<file path="config.mk">
export PLATFORM = sky130hd
export DESIGN_NAME = settle_timer
export DESIGN_NICKNAME = d
export VERILOG_FILES = /design/src/rtl/settle_timer.sv
export SDC_FILE = /design/constraint.sdc
export NUM_CORES = 1
export LEC_CHECK = 0
export CAP_MARGIN = 30
export CORE_AREA = 2 2 39 41
export CTS_CLUSTER_DIAMETER = 80
export DETAILED_ROUTE_END_ITERATION = 8
export DIE_AREA = 0 0 41 43
export MAX_ROUTING_LAYER = met4
export PLACE_DENSITY = 0.44
export SYNTH_ARGS = -nofsm -noshare
export SYNTH_HDL_FRONTEND = slang
export SYNTH_SLANG_ARGS = --single-unit
</file>
<file path="constraint.sdc">
create_clock -name clk -period 1.4 [get_ports clk]
set_clock_uncertainty 0.1 [all_clocks]
set_input_delay 0.42 -clock clk [delete_from_list [all_inputs] [get_ports clk]]
set_output_delay 0.42 -clock clk [all_outputs]
set_load 0.02 [all_outputs]
</file>
<file path="src/rtl/settle_timer.sv">
// Settle-time counter: clear/enable controlled, flags the last hold cycle of a vector.
module settle_timer #(
    parameter int SETTLE_CYC = 1
) (
    input  logic clk,
    input  logic rst,
    input  logic clear,
    input  logic en,
    output logic tc
);

    logic [3:0] count;

    // NOTE: sequential state uses non-blocking (<=) so every flop samples pre-edge values.
    always_ff @(posedge clk) begin
        if (rst) begin
            count <= 4'd0;
        end else if (clear) begin
            count <= 4'd0;
        end else if (en) begin
            count <= count + 4'd1;
        end
    end

    assign tc = (count == 4'(SETTLE_CYC - 1));

endmodule

</file>
==> results.py <==
metrics = {
    "pwr": {
        "power.density_nw_per_um2": 858,
        "leakage_nw": 0.142,
        "peakVddDrop_uv": 321,
        "power.share.sequential_pct": 40.3,
        "switchingPower_mw": 0.0591,
        "p_clk_share_pct": 46.6,
        "sw_frac_of_total_pct": 20.1,
        "power_frac_comb_pct": 13.1,
        "p_int_mw": 0.235,
        "power_mw": 0.294,
    },
    "sta": {
        "fin_ws_ns": -0.149,
        "rsz0062_at_grt": "yes",
        "worst_slew_pin_slew_ns": 0.127,
        "period_share_pct": 111,
        "setup_viol": 1,
        "finalMaxSlewViolations": 0,
        "period_needed_ns": 1.55,
        "hold_violations": 0,
        "slew_headroom_pct": 91.3,
        "whs_ns": 0.526,
        "tns_ns": -0.149,
        "fmax_ghz": 0.645,
    },
    "worst_hold_path": {
        "holdPathEnd": "count[0]",
        "min_path_type": "flop to flop",
        "min_from": "count[0]",
        "whs_path_depth": 3,
    },
    "worst_setup_path": {
        "reg2reg_slack_ns": 0.26,
        "startpoint_type": "flop",
        "path_max_fanout": 2,
        "reg2reg_to": "count[2]",
        "crit_type": "flop to primary output",
        "r2r_start": "count[0]",
        "cp.arrival_ns": 1.03,
        "worst_setup_path_end_kind": "primary output",
        "reg2reg_depth": 4,
        "required_ns": 0.88,
    },
    "place": {
        "dp_hpwl_microns": 350,
        "io_buffers": 4,
        "gp_congestion": 0.626,
    },
    "global_routing": {
        "met1_usage_pct": 7.40,
        "top_usage_layer": "met4",
        "grt_pass1_vias": 191,
        "grt_max_degree": 5,
        "antenna_found_initial": 0,
        "grt-ovfl-total": 0,
        "grt_use_met3_pct": 3.14,
        "track_usage_pct": 6.79,
        "grt_pass1_wl_microns": 696,
        "grt_use_met2_pct": 7.81,
    },
    "yosys": {
        "yosysTopAreaCell": "dfxtp_1",
        "synth_top_cell_area_share_pct": 39.0,
        "syn_inst": 21,
        "ys_seq_area_share_pct": 39.0,
        "synth.area.top_cells": "dfxtp_1 (39%), ha_1 (12%), nor3b_1 (7.3%), mux2_1 (5.5%), a21bo_2 (4.9%)",
        "synth_area_sq_um": 205,
        "ys_warn_count": 0,
        "ys_types": 14,
        "syn-num-nets": 27,
        "ys_ff_latch": 4,
        "postSynthAreaPerCell_sq_um": 9.77,
    },
    "floorplanning": {
        "core_sq_um": 1380,
        "die_h_microns": 43,
        "io_pins": 5,
        "die_area_sq_um": 1760,
        "row_count": 14,
        "die_x_microns": 41,
        "initial_core_util_pct": 14.8,
    },
    "clocking": {
        "root_buffer": "clkbuf_4",
        "clock-sinks": 4,
        "htreeDepth": 1,
        "clk_pin_slew_ns": 0.04,
        "clk_latency_ns": 0.23,
        "numCtsBuffers": 3,
        "cts_tree": "yes",
        "clock_path_buffers": 2,
    },
    "drt": {
        "viasPerCell": 3.59,
        "ant_nets": 0,
        "drc": 0,
        "drt_wl_total_microns": 410,
        "post_drt_wl_per_cell_microns": 8.37,
        "vias": 176,
        "drt_iter0_drc": 0,
        "drt-pass1-iter-count": 1,
    },
    "final_layout": {
        "final_cell_mix": "buf_4 (6), clkbuf_4 (3), clkdlybuf4s50_1 (3)",
        "syn_to_final_growth_pct": 67.1,
        "top_register": "count",
        "drive_gt1_share_pct": 51.5,
        "fin_util_pct": 24.8,
        "largestRegisters": "count x4",
        "num-nets-final": 41,
        "antenna_cells": 0,
        "largest_reg_flops": 4,
        "final_common_cell": "buf_4",
    },
    "run_status": {
        "outcome": "finished with violations",
        "violations": "setup timing",
    },
    "job": {
        "drv_cap": 0,
    },
}
## area by class of cell
type                    count  area [sq um]
repair buffers              9          75.1
flip-flops and latches      4          82.6
inverters                   2          7.51
clock buffers               3          22.5
multi-input cells          15           135
well taps                  16          20.0
fillers                   155          1040
## worst max-delay path by stage
stage	from	to	slack, ns	depth (start not counted)
floorplan	count[0]	tc	0.06	3
global placement	count[0]	tc	-0.35	4
detailed placement	count[1]	tc	-0.38	4
CTS	count[0]	tc	-0.18	4
global route	count[0]	tc	-0.19	4
finish	count[1]	tc	-0.15	4
## synthesized netlist by cell type, drive strengths merged
cell and n:
or2 1, inv 2, ha 2, a21bo 1, nand4 1, mux2 1
xnor2 1, nor3b 2, a21oi 1, dfxtp 4, mux2i 1, nor3 1
nand3b 1, nor2 2
## metrics by stage
| stage | instances | area, sq um | setup slack [ns] |
|---|---|---|---|
| after floorplan | 21 | 210 | 0.0610 |
| after global placement | 46 | 308 | -0.353 |
| after detailed placement | 46 | 308 | -0.381 |
| after CTS | 49 | 333 | -0.182 |
| after global routing | 49 | 343 | -0.189 |
| final | 49 | 343 | -0.149 |
## worst max-delay path: stages (launching register included)
cell     delay (ns)
dfxtp_2        0.33
inv_2          0.04
ha_4           0.14
nor3b_2        0.14
buf_4          0.15
## kinds of logic (layout without fill, tap and decap cells)
family                   count (synthesis)  after routing  share of synthesized area (%)
AO/OA/AOI/OAI                            2              2                           7.31
multiplexers                             2              2                           10.4
flip-flops                               4              4                           39.0
AND/OR/NAND/NOR                          8              8                           23.2
XOR/XNOR                                 1              1                           4.27
adder cells (fa/ha/maj)                  2              2                           12.2
buffers and inverters                    2             14                           3.66
## layer usage
metal | wire [microns] | share of wire (%)
met5 | 0 | 0
met1 | 187 | 46
met4 | 0 | 0
met2 | 192 | 47
met3 | 31 | 7.6
## what timing repair did
| item | 4_1_cts | 5_1_grt |
|---|---|---|
| setup buffers | 0 | 0 |
| hold buffers | 0 | 0 |
| setup endpoints to repair | 1 | 1 |
| gates cloned | 0 | 0 |
| gates resized for setup | 10 | 1 |
| endpoints found under the hold margin | 0 | 0 |
## power by group through the flow
| stage | clock network (mW) | registers, mW | logic, mW |
|---|---|---|---|
| CTS | 0.147 | 0.119 | 0.0376 |
| global placement | 0 | 0.119 | 0.0363 |
| detailed placement | 0 | 0.120 | 0.0376 |
| global route | 0.156 | 0.118 | 0.0435 |
| finish | 0.137 | 0.119 | 0.0385 |
| floorplan | 0 | 0.120 | 0.0137 |
Note: power is estimated with default switching activity, not from simulation.
